## src/rtl/sobel_pkg.sv

```systemverilog
`default_nettype none
// sobel_pkg: shared sequencer state encoding, counter width helper and line-buffer rotation.
// Revision: 1.0
package sobel_pkg;

    typedef enum logic [2:0] {
        ST_IDLE  = 3'd0,
        ST_FILL  = 3'd1,
        ST_RUN   = 3'd2,
        ST_FLUSH = 3'd3,
        ST_WAIT  = 3'd4
    } state_t;

    // Counter width for n distinct values; never narrower than one bit.
    function automatic int width_of(input int n);
        return (n < 2) ? 1 : $clog2(n);
    endfunction

    function automatic logic [1:0] next_buf(input logic [1:0] sel);
        return (sel == 2'd2) ? 2'd0 : sel + 2'd1;
    endfunction

endpackage
`default_nettype wire

```

## src/rtl/sobel_pos_cnt.sv

```systemverilog
`default_nettype none
// sobel_pos_cnt: saturating column counter and row counter, stepped by real or synthetic pixels.
// Revision: 1.0
module sobel_pos_cnt
    import sobel_pkg::*;
#(
    parameter int IMAGE_W = 640,
    parameter int IMAGE_H = 480,
    parameter int CNT_W   = width_of(IMAGE_W + 1),
    parameter int ROW_W   = width_of(IMAGE_H)
) (
    input  logic             clk,
    input  logic             rst,
    input  logic             i_clr,
    input  logic             i_step,
    input  logic             i_line_end,
    output logic [CNT_W-1:0] o_col,
    output logic [ROW_W-1:0] o_row,
    output logic             o_col_full,
    output logic             o_last_row
);

    logic [CNT_W-1:0] r_col;
    logic [ROW_W-1:0] r_row;

    assign o_col      = r_col;
    assign o_row      = r_row;
    assign o_col_full = (r_col == CNT_W'(IMAGE_W));
    assign o_last_row = (r_row == ROW_W'(IMAGE_H - 1));

    // The column count saturates at W so an overlong line still ends with a full count.
    always_ff @(posedge clk or posedge rst) begin
        if (rst) begin
            r_col <= '0;
            r_row <= '0;
        end else if (i_clr) begin
            r_col <= '0;
            r_row <= '0;
        end else begin
            if (i_line_end) begin
                r_col <= '0;
                r_row <= r_row + ROW_W'(1);
            end else if (i_step && !o_col_full) begin
                r_col <= r_col + CNT_W'(1);
            end
        end
    end

endmodule
`default_nettype wire

```

## src/rtl/sobel_line_sched.sv

```systemverilog
`default_nettype none
// sobel_line_sched: line/frame sequencer driving three rotating line buffers and the 3x3 window strobes.
// Optional vertical-blanking flush line enabled by SOBEL_SCHED_FLUSH_EN. Revision: 1.0
module sobel_line_sched
    import sobel_pkg::*;
#(
    parameter int IMAGE_W   = 640,
    parameter int IMAGE_H   = 480,
    parameter int FLUSH_GAP = 4,
    parameter int COL_W     = width_of(IMAGE_W),
    parameter int ROW_W     = width_of(IMAGE_H)
) (
    input  logic             InVideoClk,
    input  logic             InRst,
    input  logic             InVideoVs,
    input  logic             InVideoDe,
    output logic             OutLbWrEn,
    output logic [1:0]       OutLbWrSel,
    output logic [COL_W-1:0] OutLbAddr,
    output logic             OutWinValid,
    output logic [ROW_W-1:0] OutRow,
    output logic [COL_W-1:0] OutCol,
    output logic             OutBorder,
    output logic             OutVideoVs,
    output logic             OutFrameErr
);

    localparam int CNT_W = width_of(IMAGE_W + 1);
    localparam int GAP_W = width_of(FLUSH_GAP + 1);
    localparam logic [COL_W-1:0] c_col_last = COL_W'(IMAGE_W - 1);
    localparam logic [ROW_W-1:0] c_row_last = ROW_W'(IMAGE_H - 1);
    localparam logic [GAP_W-1:0] c_gap_last = GAP_W'(FLUSH_GAP - 1);

    state_t           r_state;
    state_t           w_next_state;
    logic             r_vs_d;
    logic             r_de_d;
    logic [GAP_W-1:0] r_gap;
    logic             r_flush_go;
    logic [CNT_W-1:0] w_col;
    logic [ROW_W-1:0] w_row_in;
    logic             w_col_full;
    logic             w_last_row;
    logic             w_vs_rise;
    logic             w_de_fall;
    logic             w_active;
    logic             w_pix;
    logic             w_line_end;
    logic             w_syn;
    logic             w_step;
    logic [COL_W-1:0] w_col_lo;
    logic [COL_W-1:0] w_col_m1;
    logic [ROW_W-1:0] w_row_m1;
    logic             w_border_run;

    assign w_vs_rise  = InVideoVs & ~r_vs_d;
    assign w_de_fall  = r_de_d & ~InVideoDe;
    assign w_active   = (r_state == ST_FILL) || (r_state == ST_RUN);
    assign w_pix      = w_active & InVideoDe & ~w_vs_rise;
    assign w_line_end = w_active & w_de_fall & ~w_vs_rise;
    assign w_syn      = (r_state == ST_FLUSH) & r_flush_go & ~w_vs_rise;
    assign w_step     = w_pix | (w_syn & ~w_col_full);
    assign OutVideoVs = r_vs_d;

    // Centre lags the sampled column by one and the written row by one.
    assign w_col_lo     = w_col[COL_W-1:0];
    assign w_col_m1     = w_col_lo - COL_W'(1);
    assign w_row_m1     = w_row_in - ROW_W'(1);
    assign w_border_run = (w_row_m1 == '0) || (w_row_m1 == c_row_last) ||
                          (w_col_m1 == '0) || (w_col_m1 == c_col_last);

    sobel_pos_cnt #(
        .IMAGE_W (IMAGE_W),
        .IMAGE_H (IMAGE_H),
        .CNT_W   (CNT_W),
        .ROW_W   (ROW_W)
    ) u_pos_cnt (
        .clk        (InVideoClk),
        .rst        (InRst),
        .i_clr      (w_vs_rise),
        .i_step     (w_step),
        .i_line_end (w_line_end),
        .o_col      (w_col),
        .o_row      (w_row_in),
        .o_col_full (w_col_full),
        .o_last_row (w_last_row)
    );

    always_ff @(posedge InVideoClk or posedge InRst) begin
        if (InRst) begin
            r_state <= ST_IDLE;
            r_vs_d  <= 1'b0;
            r_de_d  <= 1'b0;
        end else begin
            r_state <= w_next_state;
            r_vs_d  <= InVideoVs;
            r_de_d  <= InVideoDe;
        end
    end

    always_comb begin
        w_next_state = r_state;
        if (w_vs_rise) begin
            w_next_state = ST_FILL;
        end else begin
            case (r_state)
                ST_FILL:  if (w_line_end) w_next_state = ST_RUN;
                ST_RUN: begin
                    if (w_line_end && w_last_row) begin
`ifdef SOBEL_SCHED_FLUSH_EN
                        w_next_state = ST_FLUSH;
`else
                        w_next_state = ST_WAIT;
`endif
                    end
                end
                ST_FLUSH: if (w_syn && w_col_full) w_next_state = ST_WAIT;
                default:  w_next_state = r_state;
            endcase
        end
    end

    // Synthetic flush pixels start only after FLUSH_GAP consecutive DE-low samples.
    always_ff @(posedge InVideoClk or posedge InRst) begin
        if (InRst) begin
            r_gap      <= '0;
            r_flush_go <= 1'b0;
        end else if (w_vs_rise || (r_state != ST_FLUSH)) begin
            r_gap      <= '0;
            r_flush_go <= 1'b0;
        end else if (!r_flush_go) begin
            if (InVideoDe) begin
                r_gap <= '0;
            end else if (r_gap == c_gap_last) begin
                r_flush_go <= 1'b1;
            end else begin
                r_gap <= r_gap + GAP_W'(1);
            end
        end
    end

    always_ff @(posedge InVideoClk or posedge InRst) begin
        if (InRst) begin
            OutLbWrEn   <= 1'b0;
            OutLbWrSel  <= 2'd0;
            OutLbAddr   <= '0;
            OutWinValid <= 1'b0;
            OutRow      <= '0;
            OutCol      <= '0;
            OutBorder   <= 1'b0;
            OutFrameErr <= 1'b0;
        end else begin
            OutLbWrEn   <= 1'b0;
            OutWinValid <= 1'b0;
            OutBorder   <= 1'b0;
            if (w_vs_rise) begin
                OutLbWrSel  <= 2'd0;
                OutLbAddr   <= '0;
                OutRow      <= '0;
                OutCol      <= '0;
                OutFrameErr <= (r_state == ST_FILL) || (r_state == ST_RUN) ||
                               (r_state == ST_FLUSH);
            end else begin
                if (w_pix) begin
                    if (w_col_full) begin
                        OutFrameErr <= 1'b1;
                    end else begin
                        OutLbWrEn <= 1'b1;
                        OutLbAddr <= w_col_lo;
                        if ((r_state == ST_RUN) && (w_col != '0)) begin
                            OutWinValid <= 1'b1;
                            OutRow      <= w_row_m1;
                            OutCol      <= w_col_m1;
                            OutBorder   <= w_border_run;
                        end
                    end
                end
                if (w_line_end) begin
                    OutLbWrSel <= next_buf(OutLbWrSel);
                    if (!w_col_full) begin
                        OutFrameErr <= 1'b1;
                    end else if (r_state == ST_RUN) begin
                        OutLbAddr   <= c_col_last;
                        OutWinValid <= 1'b1;
                        OutRow      <= w_row_m1;
                        OutCol      <= c_col_last;
                        OutBorder   <= 1'b1;
                    end
                end
                if ((r_state == ST_FLUSH) && InVideoDe) begin
                    OutFrameErr <= 1'b1;
                end
                if (w_syn) begin
                    OutRow <= c_row_last;
                    if (!w_col_full) begin
                        OutLbAddr <= w_col_lo;
                        if (w_col != '0) begin
                            OutWinValid <= 1'b1;
                            OutCol      <= w_col_m1;
                            OutBorder   <= 1'b1;
                        end
                    end else begin
                        OutLbAddr   <= c_col_last;
                        OutWinValid <= 1'b1;
                        OutCol      <= c_col_last;
                        OutBorder   <= 1'b1;
                    end
                end
            end
        end
    end

endmodule
`default_nettype wire

```

## config.mk

```make
export PLATFORM = sky130hd
export DESIGN_NAME = sobel_line_sched
export DESIGN_NICKNAME = d
export VERILOG_FILES = /design/src/rtl/sobel_pkg.sv /design/src/rtl/sobel_pos_cnt.sv /design/src/rtl/sobel_line_sched.sv
export SDC_FILE = /design/constraint.sdc
export NUM_CORES = 1
export LEC_CHECK = 0
export CAP_MARGIN = 20
export CORE_MARGIN = 5
export CORE_UTILIZATION = 35
export DETAILED_ROUTE_END_ITERATION = 16
export GPL_ROUTABILITY_DRIVEN = 0
export PLACE_DENSITY = 0.55
export RECOVER_POWER = 100
export SYNTH_ARGS = -nofsm -noshare
export SYNTH_HDL_FRONTEND = slang
export SYNTH_SLANG_ARGS = --single-unit
```

## constraint.sdc

```tcl
create_clock -name InVideoClk -period 3.2 [get_ports InVideoClk]
set_input_delay 0.96 -clock InVideoClk [delete_from_list [all_inputs] [get_ports InVideoClk]]
set_output_delay 0.96 -clock InVideoClk [all_outputs]
set_load 0.05 [all_outputs]
```

==> flow_summary.json <==
{
  "core_mm2": 0.0101,
  "muxShareOfSynthArea_pct": 0.559,
  "antenna_found_initial": 0,
  "synth_compound_area_share_pct": 18.4,
  "reg2regPathDepth": 9,
  "async_flop_share_pct": 100,
  "cts_resized": 0,
  "synth-xor-area-share_pct": 6.85,
  "drive_gt1_share_pct": 11.0,
  "avgSynthCellArea_um2": 9.23,
  "clock_path_buffers": 2,
  "grt_pass1_vias": 2958,
  "fmax_ghz": 0.347,
  "dp.cells": 555,
  "fin_crit_ps": 2880,
  "min_period_over_period_pct": 90.0,
  "power_density_mw_per_mm2": 703,
  "synth_fa_ha_area_share_pct": 3.50,
  "cts.sinks": 63,
  "wirelength_um": 8690,
  "clock_skew_ps": 8.62,
  "regToRegSetupSlack_ps": 370,
  "synth_top_family_by_area": "simple AND/OR/NAND/NOR gates",
  "hold_class": "reg2reg",
  "vias": 3034,
  "crit_chain": "dlygate4sd3_1 > clkbuf_1 > nor2b_1 > and3_1 > or2_0 > buf_4 > mux2i_1 > a21oi_1",
  "final-setup-viol-count": 0,
  "worst_r2r_startpoint": "u_pos_cnt.o_col[0]",
  "gr-total-overflow": 0,
  "die-width_um": 111,
  "fp.dieH_um": 111,
  "slew_headroom_pct": 31.1,
  "r2r-end": "OutCol[1]",
  "port_buffers": 39,
  "start_util_pct": 35.3,
  "synthToLayoutAreaGrowth_pct": 22.1,
  "viasPerCell": 5.31,
  "io_pins": 40,
  "cellLeakagePower_uw": 0.00198,
  "synth_cells": 388,
  "post-synth-top-count-cell": "dfrtp_1",
  "die_area_mm2": 0.0123,
  "fin_area_mm2": 0.00437,
  "synth.area.top_cells": "dfrtp_1 (44%), nor2_1 (4.9%), o21ai_0 (4.2%)",
  "synthFlopType": "dfrtp_1",
  "synth.distinct_cells": 64,
  "grt_max_degree": 40,
  "finalMaxSlewViolations": 0,
  "root_buffer": "clkbuf_8",
  "critPathArrivalTime_ps": 3100,
  "crit_start": "InVideoDe",
  "grt_pass1_wl_um": 14900,
  "drc": 0,
  "crit_path_max_incr_delay_ps": 540,
  "critical-path-slowest-cell": "dlygate4sd3_1",
  "placed_area_mm2": 0.00420,
  "worst_pin_slew_ps": 1030,
  "hold_viol_final": 0,
  "synth_top_area_share_pct": 44.0,
  "yosys_warnings": 0,
  "synthSimpleGateAreaFrac_pct": 21.5,
  "vdd_drop_max_v": 0.000437,
  "netlist_area_mm2": 0.00358,
  "h-tree-depth": 3,
  "synth-edff-count": 0,
  "wl_per_cell_um": 15.2,
  "cp.required_ps": 3420,
  "rsz0062_at_grt": "false",
  "cp_max_fo": 12,
  "status": "finished clean",
  "synth_nets": 402,
  "drtIter0Drc": 125,
  "critPathCaptureType": "register",
  "synth_commonest_cells": "dfrtp_1 (63), nor2_1 (47), o21ai_0 (30)",
  "path_class": "in2reg",
  "drv_cap": 0,
  "ys_seq_area_share_pct": 44.0,
  "synth_seq_cells": 63,
  "synth_top_cell_by_area": "dfrtp_1",
  "crit_path_end": "OutRow[4]",
  "clkTransAtPathRegs_ps": 70,
  "drtPass1Iterations": 4,
  "cts_setup_buffers": 0,
  "detail-route-antenna-nets": 0,
  "antenna_cells": 0,
  "numCtsBuffers": 9,
  "tns_ps": 0,
  "cts.hold.buffers_added": 0,
  "grtUsageTotal_pct": 14.8,
  "dp_hpwl_um": 6320,
  "fin_nets": 444,
  "insertion_delay_ps": 340,
  "row_count": 37,
  "startpoint_type": "input pin",
  "stdcell_count": 571,
  "cts_tree": "yes",
  "post-route-util_pct": 43.1
}
-- metal layers --
| layer | wire [um] | track usage [%] | up-vias |
|---|---|---|---|
| li1 | - | - | 1475 |
| met1 | 4320 | 20.7 | 1489 |
| met2 | 3890 | 22.0 | 61 |
| met3 | 369 | 4.31 | 9 |
| met4 | 107 | 4.54 | 0 |
| met5 | 0 | 0 | - |
-- cells by family after synthesis --
| family | Yosys count |
|---|---|
| and+or+nand+nor | 147 |
| DFF | 63 |
| adders and majority gates | 10 |
| AOI/OAI and AO/OA | 95 |
| muxes | 2 |
| buffers and inverters | 43 |
| xor gates and xnor gates | 28 |
-- critical path: cells and delay by family --
kind,cells,cell delay [ps]
AO/OA/AOI/OAI,1,70
multiplexers,1,190
buffers and inverters,3,950
AND/OR/NAND/NOR,3,920
-- registers in the layout, indices dropped and copies added (netlist names), 2 cells and up --
name / cells
u_pos_cnt.o_row: 9
OutLbAddr: 10
r_gap: 3
r_state: 3
OutLbWrSel: 2
OutRow: 9
OutCol: 10
u_pos_cnt.o_col: 10
-- cell type report --
type	instances	area, um2
fill	1010	5770
timing repair buffer	61	558
sequential	63	1580
clock inverter	6	60.1
clock buffer	10	138
inverter	13	48.8
tap	136	170
multi-input combinational	282	1820
-- worst min path at each step --
stage	startpoint	endpoint	cells past startpoint	slack, ps
2_1_floorplan	r_gap[2]	r_gap[2]	2	450
3_3_place_gp	r_gap[2]	r_gap[2]	2	470
3_5_place_dp	r_gap[2]	r_gap[2]	2	480
4_1_cts	r_gap[2]	r_gap[2]	2	500
5_1_grt	r_gap[1]	r_gap[1]	2	530
6_report	r_gap[1]	r_gap[1]	2	490
-- stage by stage --
stage / power [uW] / hold slack (ps) / worst slack, ps
5_1_grt: 3300 / 528 / 149
3_5_place_dp: 2440 / 484 / 220
2_1_floorplan: 2030 / 450 / 553
4_1_cts: 3150 / 499 / 446
3_3_place_gp: 2440 / 465 / 238
6_report: 3070 / 492 / 320
-- power breakdown --
group          total (uW)  switching, uW  internal [uW]
logic                1360            872            492
registers            1020            105            915
clock network         688            312            376
total                3070           1290           1780
-- cells in the final DEF, fill, tap and decap left out, types with 3 or more instances in the layout --
master and instances:
dfrtp_1 63, clkinv_2 3, or3_1 6, buf_4 14, o221a_2 7, xnor2_1 11
o21ai_0 30, a211oi_1 6, nand4_1 8, dlygate4sd3_1 39, nor4_1 3, xor2_1 17
a311oi_1 3, clkbuf_1 6, and4_1 3, clkbuf_8 10, nor2_1 47, a21oi_1 22
nand2b_1 8, nor3_1 13, nand2_1 24, ha_1 10, inv_1 12, and3_1 7
nand3_1 9
No activity file was read; power rests on OpenSTA's default activity.
